`config.mk`:
```
export PLATFORM = sky130hd
export DESIGN_NAME = tropical_alu_pipe_flat
export DESIGN_NICKNAME = d
export VERILOG_FILES = /design/src/rtl/tropical_alu_pipe_if.sv /design/src/rtl/tropical_alu_pipe.sv /design/src/flat_wrapper.sv
export SDC_FILE = /design/constraint.sdc
export NUM_CORES = 1
export LEC_CHECK = 0
export BUFFER_PORTS_ARGS = -buffer_cell sky130_fd_sc_hd__buf_4
export CAP_MARGIN = 40
export CORE_MARGIN = 4
export CORE_UTILIZATION = 61
export DETAILED_ROUTE_END_ITERATION = 10
export PLACE_DENSITY = 0.94
export RECOVER_POWER = 25
export SLEW_MARGIN = 20
export SYNTH_ARGS = -nofsm -noshare
export SYNTH_HDL_FRONTEND = slang
export SYNTH_SLANG_ARGS = --single-unit
export TNS_END_PERCENT = 20
```
`constraint.sdc`:
```
create_clock -name clk -period 3 [get_ports clk]
set_input_delay 0.15 -clock clk [delete_from_list [all_inputs] [get_ports clk]]
set_output_delay 0.15 -clock clk [all_outputs]
set_load 0.02 [all_outputs]
```
`src/rtl/tropical_alu_pipe_if.sv`:
```
// Handshake and data bundle between the register-file read stage, the
// tropical ALU pipeline and write-back.
interface tropical_alu_pipe_if #(
  parameter int WIDTH = 32,
  parameter int CNT_W = 8
);
  logic             in_valid;
  logic             in_ready;
  logic [2:0]       op;
  logic [WIDTH-1:0] a;
  logic [WIDTH-1:0] b;
  logic             out_valid;
  logic             out_ready;
  logic [WIDTH-1:0] result;
  logic             ovf;
  logic             err;
  logic [CNT_W-1:0] mac_cnt;

  modport master (
    output in_valid, op, a, b, out_ready,
    input  in_ready, out_valid, result, ovf, err, mac_cnt
  );

  modport slave (
    input  in_valid, op, a, b, out_ready,
    output in_ready, out_valid, result, ovf, err, mac_cnt
  );
endinterface

```
`src/rtl/tropical_alu_pipe.sv`:
```
// Two-stage min-plus ALU with a tropical multiply-accumulate register,
// selectable overflow policy and valid/ready backpressure.
module tropical_alu_pipe #(
  parameter int WIDTH = 32,
  parameter int SAT   = 1,
  parameter int CNT_W = 8
) (
  input logic          clk,
  input logic          rst_n,
  tropical_alu_pipe_if.slave bus
);

  typedef enum logic [2:0] {
    OP_AND    = 3'd0,
    OP_OR     = 3'd1,
    OP_TADD   = 3'd2,
    OP_ILL3   = 3'd3,
    OP_TMUL   = 3'd4,
    OP_TMAC   = 3'd5,
    OP_ACC_RD = 3'd6,
    OP_ILL7   = 3'd7
  } op_e;

  localparam logic [WIDTH-1:0] INF = '1;

  // Tropical addition: min of finite values, infinity is the identity.
  function automatic logic [WIDTH-1:0] tadd(input logic [WIDTH-1:0] x,
                                            input logic [WIDTH-1:0] y);
    logic [WIDTH-1:0] r;
    if (x[WIDTH-1] && y[WIDTH-1])      r = INF;
    else if (x[WIDTH-1])               r = y;
    else if (y[WIDTH-1])               r = x;
    else if (x[WIDTH-2:0] <= y[WIDTH-2:0]) r = x;
    else                               r = y;
    return r;
  endfunction

  logic             advance;

  logic             s1_valid;
  op_e              s1_op;
  logic [WIDTH-1:0] s1_res;
  logic             s1_ovf;
  logic             s1_err;

  logic             out_valid_q;
  logic [WIDTH-1:0] result_q;
  logic             ovf_q;
  logic             err_q;
  logic [WIDTH-1:0] acc;
  logic [CNT_W-1:0] mac_cnt_q;

  logic [WIDTH-1:0] sum;
  logic [WIDTH-1:0] prod;
  logic             prod_ovf;
  logic [WIDTH-1:0] s1_res_d;
  logic             s1_ovf_d;
  logic             s1_err_d;

  logic [WIDTH-1:0] res_d;
  logic [WIDTH-1:0] acc_d;
  logic [CNT_W-1:0] cnt_d;

  assign advance      = !out_valid_q || bus.out_ready;
  assign bus.in_ready = advance;

  // Finite parts are WIDTH-1 bits, so their sum carries into the flag bit.
  assign sum = {1'b0, bus.a[WIDTH-2:0]} + {1'b0, bus.b[WIDTH-2:0]};

  always_comb begin
    prod     = sum;
    prod_ovf = 1'b0;
    if (bus.a[WIDTH-1] || bus.b[WIDTH-1]) begin
      prod = INF;
    end else if (sum[WIDTH-1]) begin
      prod_ovf = 1'b1;
      prod     = (SAT != 0) ? INF : {1'b0, sum[WIDTH-2:0]};
    end
  end

  // Stage 1: everything that does not depend on the accumulator.
  always_comb begin
    s1_res_d = '0;
    s1_ovf_d = 1'b0;
    s1_err_d = 1'b0;
    case (op_e'(bus.op))
      OP_AND:  s1_res_d = bus.a & bus.b;
      OP_OR:   s1_res_d = bus.a | bus.b;
      OP_TADD: s1_res_d = tadd(bus.a, bus.b);
      OP_TMUL, OP_TMAC: begin
        s1_res_d = prod;
        s1_ovf_d = prod_ovf;
      end
      OP_ACC_RD: s1_res_d = '0;
      default:   s1_err_d = 1'b1;
    endcase
  end

  // Stage 2: accumulator read/update; TMAC carries the product in s1_res.
  always_comb begin
    acc_d = acc;
    cnt_d = mac_cnt_q;
    res_d = s1_res;
    case (s1_op)
      OP_TMAC: begin
        acc_d = tadd(acc, s1_res);
        res_d = acc_d;
        cnt_d = (mac_cnt_q == '1) ? mac_cnt_q : mac_cnt_q + CNT_W'(1);
      end
      OP_ACC_RD: begin
        res_d = acc;
        acc_d = INF;
        cnt_d = '0;
      end
      default: ;
    endcase
  end

  always_ff @(posedge clk or negedge rst_n) begin
    if (!rst_n) begin
      s1_valid    <= 1'b0;
      s1_op       <= OP_AND;
      s1_res      <= '0;
      s1_ovf      <= 1'b0;
      s1_err      <= 1'b0;
      out_valid_q <= 1'b0;
      result_q    <= '0;
      ovf_q       <= 1'b0;
      err_q       <= 1'b0;
      acc         <= INF;
      mac_cnt_q   <= '0;
    end else if (advance) begin
      s1_valid    <= bus.in_valid;
      out_valid_q <= s1_valid;
      if (bus.in_valid) begin
        s1_op  <= op_e'(bus.op);
        s1_res <= s1_res_d;
        s1_ovf <= s1_ovf_d;
        s1_err <= s1_err_d;
      end
      if (s1_valid) begin
        result_q  <= res_d;
        ovf_q     <= s1_ovf;
        err_q     <= s1_err;
        acc       <= acc_d;
        mac_cnt_q <= cnt_d;
      end
    end
  end

  assign bus.out_valid = out_valid_q;
  assign bus.result    = result_q;
  assign bus.ovf       = ovf_q;
  assign bus.err       = err_q;
  assign bus.mac_cnt   = mac_cnt_q;

endmodule

```
`src/flat_wrapper.sv`:
```
// flat-port wrapper written by rule: the top's interface ports become plain ports
module tropical_alu_pipe_flat 
#(
  parameter int WIDTH = 32,
  parameter int SAT   = 1,
  parameter int CNT_W = 8
)
  (clk, rst_n, bus_in_valid, bus_op, bus_a, bus_b, bus_out_ready, bus_in_ready, bus_out_valid, bus_result, bus_ovf, bus_err, bus_mac_cnt);
  tropical_alu_pipe_if #(.WIDTH(WIDTH), .CNT_W(CNT_W)) bus_i ();
  input logic clk;
  input logic rst_n;
  input wire logic [$bits(bus_i.in_valid)-1:0] bus_in_valid;
  input wire logic [$bits(bus_i.op)-1:0] bus_op;
  input wire logic [$bits(bus_i.a)-1:0] bus_a;
  input wire logic [$bits(bus_i.b)-1:0] bus_b;
  input wire logic [$bits(bus_i.out_ready)-1:0] bus_out_ready;
  output wire logic [$bits(bus_i.in_ready)-1:0] bus_in_ready;
  output wire logic [$bits(bus_i.out_valid)-1:0] bus_out_valid;
  output wire logic [$bits(bus_i.result)-1:0] bus_result;
  output wire logic [$bits(bus_i.ovf)-1:0] bus_ovf;
  output wire logic [$bits(bus_i.err)-1:0] bus_err;
  output wire logic [$bits(bus_i.mac_cnt)-1:0] bus_mac_cnt;
  assign bus_i.in_valid = bus_in_valid;
  assign bus_i.op = bus_op;
  assign bus_i.a = bus_a;
  assign bus_i.b = bus_b;
  assign bus_i.out_ready = bus_out_ready;
  assign bus_in_ready = bus_i.in_ready;
  assign bus_out_valid = bus_i.out_valid;
  assign bus_result = bus_i.result;
  assign bus_ovf = bus_i.ovf;
  assign bus_err = bus_i.err;
  assign bus_mac_cnt = bus_i.mac_cnt;
  tropical_alu_pipe #(.WIDTH(WIDTH), .SAT(SAT), .CNT_W(CNT_W)) u_core (.clk(clk), .rst_n(rst_n), .bus(bus_i));
endmodule
```
==> results.txt, run 1 <==
TritonCTS built the clock tree. Setup repair after global routing left no endpoint under its margin. After synthesis the cells add up to 10100 um2. In this run the tightest slew margin relative to its limit is -7.19%.

The logs give 52500 um for the wire length of the first global-routing pass and 3.28 ns for the required time at the endpoint of the critical path. The H-tree was split into 4 levels. The share of synthesized area in the top cell type comes to 20.1%. The final layout contains 1573 nets. The run gives -0.0149 ns as the minimum setup slack after placement. At the end of routability-driven placement, the weighted congestion stood at 1.03. For this design the ratio of total power to cell area is 700 nW/um2. The most common cell type on the critical path was a21o_1. The floorplan step set the die height to 137 um. Dividing the detail-routed via count by the number of cells gives 6.54. The flow ran to the end, but the final reports show violations.

Synthesis instantiated 71 different standard cells from the library. The checks that failed: max-capacitance violations, max-slew violations. In the synthesized netlist the dominant register cell turns out to be dfrtp_1. STA classifies the critical path endpoint as a register. On the critical path, the stage with the largest delay is an instance of dfstp_2. The total overflow left after global routing is 0.

The post-synthesis async set-or-reset flop share was 100%; the leakage power summed over all cells was 5.67 nW. On the worst path, the slowest cell contributes a delay of 0.56 ns. 0 antenna diodes ended up in the layout. The post-synthesis cell type with the largest combined area was dfrtp_1. For the worst setup path, the data arrival time is 3.14 ns. In this run the clock root is driven by a clkbuf_16.

Of the cells placed in the final design, the portion with a size suffix greater than 1 is 20.1%. The number of nets in the synthesized netlist is 1448. The total of max-cap violations came out at 1.

Critical path start-end classification: register to register. The area of the die was 18700 um2. The area growth from synthesis to layout is 19.5%. The I/O pin total is 115.

Overall power consumption after layout is estimated at 8.46 mW. The worst path in the final design needs a cycle of 2.86 ns, including I/O delays and setup. The placeable core region was 16100 um2; the number of max-slew violations in the final report was 29. Setup slack on the critical path of the routed design comes to 0.143 ns.

For the TritonCTS buffer count, the log shows 17. The number of enable-type register cells in the synthesized netlist is 0, and the final core utilization is 75.2%. The final critical path takes up 95.2% of the cycle. The tools report the post-DP HPWL as 23600 um. Grouping stages by cell kind, the critical path spends the most delay in compound AO/OA/AOI/OAI gates. The number of sinks handled by clock tree synthesis is 113. Traced cell by cell, the critical path runs through ha_1 > a21o_1 > a21o_1 > a21oi_1 > o221a_2 > nand3_1 > a31o_2 > buf_4 > buf_6 > o21ai_0 > o22ai_1. The average routed wire per standard cell was 20.4 um; the number of placement rows was 46. Via count of the first global-routing pass: 10300. Clock-pin slew was measured on the worst setup and hold paths at 0.05 ns.

For the initial cell density of the core, the log shows 62.9%. In the global route stage, overall resource usage came out at 35.4%. The worst-case IR drop observed on VDD is 0.465 mV. The maximum fanout along the worst path is 30, and the maximum number of pins on one net before global-route repair is 59. The post-synthesis average cell area came out at 8.08 um2.

The longest clock path from root to sink contains 2 buffers. From left edge to right edge, the die measures 137 um. Number of remaining DRC errors: 0. The logs give 0 for the final-report hold violation count and 0.350 GHz for the highest attainable clock frequency. The Yosys step of the flow raised 0 warnings. Before antenna repair, the detailed router went through 5 iterations.

Synthesis inferred 113 register bits. Overall routed net length: 32700 um. Once detail routing completed, the nets flagged for antenna violations numbered 0. The number of buffers and inverters on the critical path was 2; the via count of the routed design was 10500. The post-CTS repair timing setup buffer count came out at 0.

The number of DRC markers after the initial detailed-route iteration is 1408, and the count of endpoints failing setup in the final report is 0. Sequential cells were found to cover 28.4% of the synthesized design area. For the worst-skew pair, the clock arrives at the later sink with an insertion delay of 0.42 ns. The worst setup skew after layout was 0.0158 ns. The tightest min-delay check is of the primary input to register type. The count of buffers inserted at the top-level ports works out to 114. The tools report the number of instances in the synthesized netlist as 1251. The initial antenna violation count was 0; the final hold slack was 0.0968 ns. The actual slew at the worst max-slew pin came out at 1.61 ns. After synthesis, the cell types taking the most area are dfrtp_1 20%, ha_1 15%, dfstp_2 8.3%. STA classifies the critical path startpoint as a register.
## cell usage in the layout, fill, tap and decap left out, types with 6 or more instances in the layout
cell	synthesis	final
dfstp_2	32	32
nand3_1	31	31
clkbuf_16	0	17
nand2b_1	11	11
nor2b_1	17	15
a41oi_1	6	6
buf_4	7	183
a21oi_1	109	109
a221oi_1	43	43
o221ai_1	13	13
a31oi_1	23	23
ha_1	125	125
clkbuf_1	69	6
o211ai_1	23	23
mux2i_1	11	11
xnor2_1	17	17
and2_1	7	7
nand4_1	8	8
o22ai_1	31	31
o21ai_0	83	82
a21o_1	25	25
dfrtp_1	81	81
nand2_1	82	81
nor3_1	39	39
inv_1	116	116
xor2_1	7	7
o21ai_1	6	7
o31ai_1	7	7
a32oi_1	10	10
a22oi_1	12	12
nor2_1	117	114
## area by class of cell
class                           count  area [um2]
Clock buffer                       26         509
Clock inverter                      6        55.1
Fill cell                        1198        3980
Inverter                          116         435
Multi-Input combinational cell    936        6450
Sequential cell                   113        2870
Tap cell                          216         270
Timing Repair Buffer              192        1490
## metal layers
metal / vias to the layer above / wire length [um] / global-route usage [%]
met5: - / 0 / 0
met4: 0 / 1140 / 13.8
met3: 104 / 4250 / 8.71
met2: 740 / 14600 / 54.4
met1: 4877 / 12800 / 48.1
li1: 4782 / - / -
## path summary, 6_finish.rpt
kind | startpoint | end | slack, ns | depth (start not counted)
worst max-delay path | u_core.acc[8] | u_core.bus.result[6] | 0.14 | 11
worst min-delay path | bus_op[1] | u_core.s1_err | 0.1 | 3
worst max register to register | u_core.acc[8] | u_core.bus.result[6] | 0.14 | 11
worst min register to register | u_core.acc[31] | u_core.acc[31] | 0.49 | 2
max in group asynchronous | rst_n | u_core.s1_res[21] | 0.64 | 3
min in group asynchronous | rst_n | u_core.bus.result[27] | 0.67 | 2
## kinds of logic (layout without fill, tap and decap cells)
kind of cell               after synthesis  after routing  share of synthesized area, %
xor gates and xnor gates                24             24                          2.08
AOI/OAI and AO/OA                      436            436                          28.6
adders and majority gates              126            126                          15.7
and+or+nand+nor                        335            336                          15.6
DFF                                    113            113                          28.4
buffers and inverters                  203            340                          8.17
muxes                                   14             14                          1.42
## state kept, by name (all words and copies together), names as in the netlist
name	count
u_core.acc	32
u_core.bus.err	1
u_core.bus.mac_cnt	8
u_core.bus.out_valid	1
u_core.bus.ovf	1
u_core.bus.result	32
u_core.s1_err	1
u_core.s1_op	3
u_core.s1_ovf	1
u_core.s1_res	32
u_core.s1_valid	1
## worst reg2reg max path, cell delays in order, from the launching register on
cell and delay [ns]:
dfstp_2 0.56, ha_1 0.25, a21o_1 0.16, a21o_1 0.16, a21oi_1 0.20, o221a_2 0.22
nand3_1 0.08, a31o_2 0.29, buf_4 0.24, buf_6 0.22, o21ai_0 0.23, o22ai_1 0.12
## report_power, final
| group | internal, mW | switching [mW] | leakage, nW |
|---|---|---|---|
| logic | 1.64 | 2.22 | 4.03 |
| registers | 2.18 | 0.481 | 1.36 |
| clock network | 1.24 | 0.692 | 0.284 |
## synthesized netlist by cell type, types with 4 or more instances
master      n
nor2b_1    17
a211oi_1    5
and3_1      5
nand3_1    31
nand2_1    82
clkbuf_1   69
inv_1     116
o211ai_1   23
a41oi_1     6
a22o_1      4
mux2i_1    11
dfstp_2    32
o21ai_1     6
a211o_1     4
a221o_1     4
nor2_1    117
a21o_1     25
a21oi_1   109
xor2_1      7
a22oi_1    12
o22ai_1    31
o221ai_1   13
o31ai_1     7
nand4_1     8
nor3_1     39
xnor2_1    17
and2_1      7
nand2b_1   11
a31oi_1    23
dfrtp_1    81
a221oi_1   43
buf_4       7
ha_1      125
buf_6       4
o21ai_0    83
a32oi_1    10
## metrics by stage
step / setup TNS (ns) / cell area (um2) / cells
finish: 0 / 12100 / 1605
global route: 0 / 12100 / 1605
CTS: 0 / 12100 / 1604
detailed placement: -0.0153 / 11500 / 1571
global placement: -0.0809 / 11500 / 1571
floorplan: 0 / 10100 / 1251
## what timing repair did
action / in CTS / in global routing
hold buffers: 1 / 0
hold endpoints to repair: 26 / 0
endpoints found under the setup margin: 0 / 16
resized for setup: 0 / 2
Power figures use the tool's default switching activity.
==> inputs of run 2 (changes only) <==
--- a/config.mk
+++ b/config.mk
@@ -10,6 +10,7 @@
 export CORE_MARGIN = 4
 export CORE_UTILIZATION = 61
 export DETAILED_ROUTE_END_ITERATION = 10
+export GPL_TIMING_DRIVEN = 0
 export PLACE_DENSITY = 0.94
 export RECOVER_POWER = 25
 export SLEW_MARGIN = 20
==> run 2 against run 1 <==
  * The flow still finishes with violations (max-capacitance violations, max-slew violations)
  * Sequential power grew 1%
  * Maximum frequency down 1.3%
  * Clock power rose by 5%
  * Core utilization fell by 1.3 points
  * First-iteration DRC count up 4.8%
  * Via count rose by 3.7%
  * Critical endpoint is now u_core.s1_res[13]
  * Highest routed layer unchanged
==> results.txt, run 2 (synthesized netlist as in run 1, its figures left out) <==
The run finished, with violations left. The final reports fail on max-capacitance violations, max-slew violations. The min-delay analysis places its worst path in the category primary input to register. The core region is 16100 um2.

The via count of the routed design was 10900. The area of the die is 18700 um2, and the H-tree depth is 4. The leakage power summed over all cells was 5.46 nW.

In this run the worst path has a maximum fanout of 10. The first global-routing pass estimated 54100 um of wire. The die outline width is 137 um, and the I/O pin total is 115.

The detail route stage leaves a number of antenna-violating nets equal to 0. Measured on the finished design, the core utilization comes to 73.9%. STA puts the critical path data required time at 3.26 ns. The net count of the finished layout is 1583. The chip height came out at 137 um. After clock tree synthesis, the clock-pin slew on the worst setup and hold paths is 0.06 ns.

The maximum number of pins on one net before global-route repair is 76, and the time the worst path needs with I/O delays and setup is 2.89 ns. In this run the clock root is driven by a clkbuf_16. The wire-length estimate of the detail-placed layout is 24800 um. The clock latency reported for the late side of the worst-skew pair is 0.43 ns, and the part of the cycle the worst path needs is 96.5%. Across the VDD grid, the largest voltage drop is 0.544 mV. TritonCTS built the clock tree.

Initial cell density of the core: 62.9%. Routability-driven placement finished with a final weighted congestion of 0.999. The area growth from synthesis to layout is 17.5%.

The final-report hold violation count was 0. Via count of the first global-routing pass: 10600. Timing would allow up to 0.345 GHz.

After detailed routing, the total wire length is 34100 um. The tools report the number of remaining DRC errors as 0. The most common library cell in the layout ignoring fill and taps was ha_1. The post-CTS repair timing setup buffer count is 0, and the total of max-cap violations is 1.

The worst setup path is launched from a primary input. Counting the fill cells in the layout gives 1225. The logs give 0 for the initial antenna violation count and 17 for the TritonCTS buffer count. The longest clock path from root to sink contains 2 buffers. The number of placement rows came out at 46.

The number of antenna diodes in the final layout is 0. The clock net in this run drives a total of 113 sinks. The relative slew slack was -26.3%; the minimum setup slack after placement was -0.304 ns. The tools report the overall routing resource usage as 37.0%. The worst setup skew after layout was 0.00990 ns. STA classifies the critical path endpoint as a register. Setup slack on the critical path of the routed design comes to 0.105 ns. The data arrival at the endpoint of the critical path is 3.16 ns. The mean number of vias per cell is 6.75, and the count of buffers inserted at the top-level ports is 113. In the final routed layout, each cell accounts on average for 21.1 um. The tools report the total overflow reported by the global router as 0. The number of max-slew violations in the final report came out at 76.

Leaving out fill and tap cells, the most frequent cells in the layout are 125 x ha_1, 120 x buf_4, 116 x inv_1, 116 x nor2_1, 108 x a21oi_1. The logs give 1475 for the number of DRC markers after the initial detailed-route iteration and 8.51 mW for the post-route total power. For the pin with the worst max-slew slack, the measured transition is 1.89 ns. The power density over the cells is 716 nW/um2, and the count of endpoints failing setup in the final report is 0.

The worst setup path is of the primary input to register kind. Share of cells above drive strength 1: 16.9%. The first detailed-routing pass ran for 6 iterations.
[run 2: changes by cell type in the layout (fill, tap and decap cells not counted), moves of 4 or more]
cell | previous run | this run
buf_4 | 183 | 120
clkbuf_2 | 0 | 10
clkbuf_1 | 6 | 60
buf_12 | 4 | 0
dfrtp_1 | 81 | 77
buf_6 | 1 | 5
dfrtp_2 | 0 | 4
buf_2 | 0 | 8
[run 2: path summary, 6_finish.rpt]
path	startpoint	to	slack, ns	cells after the start
setup / recovery	bus_b[5]	u_core.s1_res[13]	0.11	15
hold / removal	bus_b[23]	u_core.s1_res[23]	0.11	3
setup reg to reg	u_core.s1_res[8]	u_core.acc[1]	0.11	13
hold reg to reg	u_core.bus.err	u_core.bus.err	0.48	2
max in group asynchronous	rst_n	u_core.s1_res[4]	0.66	3
min in group asynchronous	rst_n	u_core.bus.result[29]	0.19	2
[run 2: cell type report]
class / instances / area [um2] / share of cell area (%)
inverters: 116 / 435 / 3.67
repair buffers: 116 / 875 / 7.37
clock inverters: 10 / 109 / 0.917
flip-flops and latches: 113 / 2870 / 24.2
clock buffers: 22 / 474 / 3.99
plain buffers: 87 / 404 / 3.40
well taps: 216 / 270 / 2.28
multi-input cells: 935 / 6430 / 54.2
[run 2: per-layer routing]
metal	vias up	global-route usage [%]	share of wire [%]
li1	4796	-	-
met1	5100	46.9	37
met2	825	59.1	46
met3	174	8.57	12
met4	0	18.5	4.8
met5	-	0	0
[run 2: timing repair]
action | 4_1_cts | 5_1_grt
gates resized for setup | 7 | 22
hold endpoints to repair | 38 | 0
setup endpoints to repair | 52 | 70
hold buffers | 1 | 0
gates cloned | 0 | 0
[run 2: report_power, final]
group          internal [mW]  switching [mW]  total [mW]
Clock                   1.28           0.748        2.03
Sequential              2.18           0.529        2.71
Combinational           1.55            2.21        3.77
[run 2: metrics by stage]
| step | cell area, um2 | cells | hold slack [ns] | TNS, ns |
|---|---|---|---|---|
| final | 11900 | 1615 | 0.112 | 0 |
| after global routing | 11900 | 1615 | 0.133 | -0.00613 |
| after detailed placement | 11300 | 1582 | 0.0839 | -9.64 |
| after floorplan | 10100 | 1251 | -0.146 | 0 |
| after CTS | 11900 | 1615 | 0.0928 | 0 |
| after global placement | 11200 | 1580 | 0.468 | -6.02 |
[run 2: worst max-delay path, stage by stage]
cell and delay (ns):
buf_4 0.11, inv_1 0.11, ha_1 0.25, clkbuf_1 0.19, nor4_1 0.45, o31ai_1 0.15
a31oi_1 0.29, o41ai_1 0.12, a22oi_2 0.36, a21o_1 0.20, buf_6 0.14, buf_4 0.23
nand3_1 0.12, o211ai_1 0.14, a32oi_1 0.15
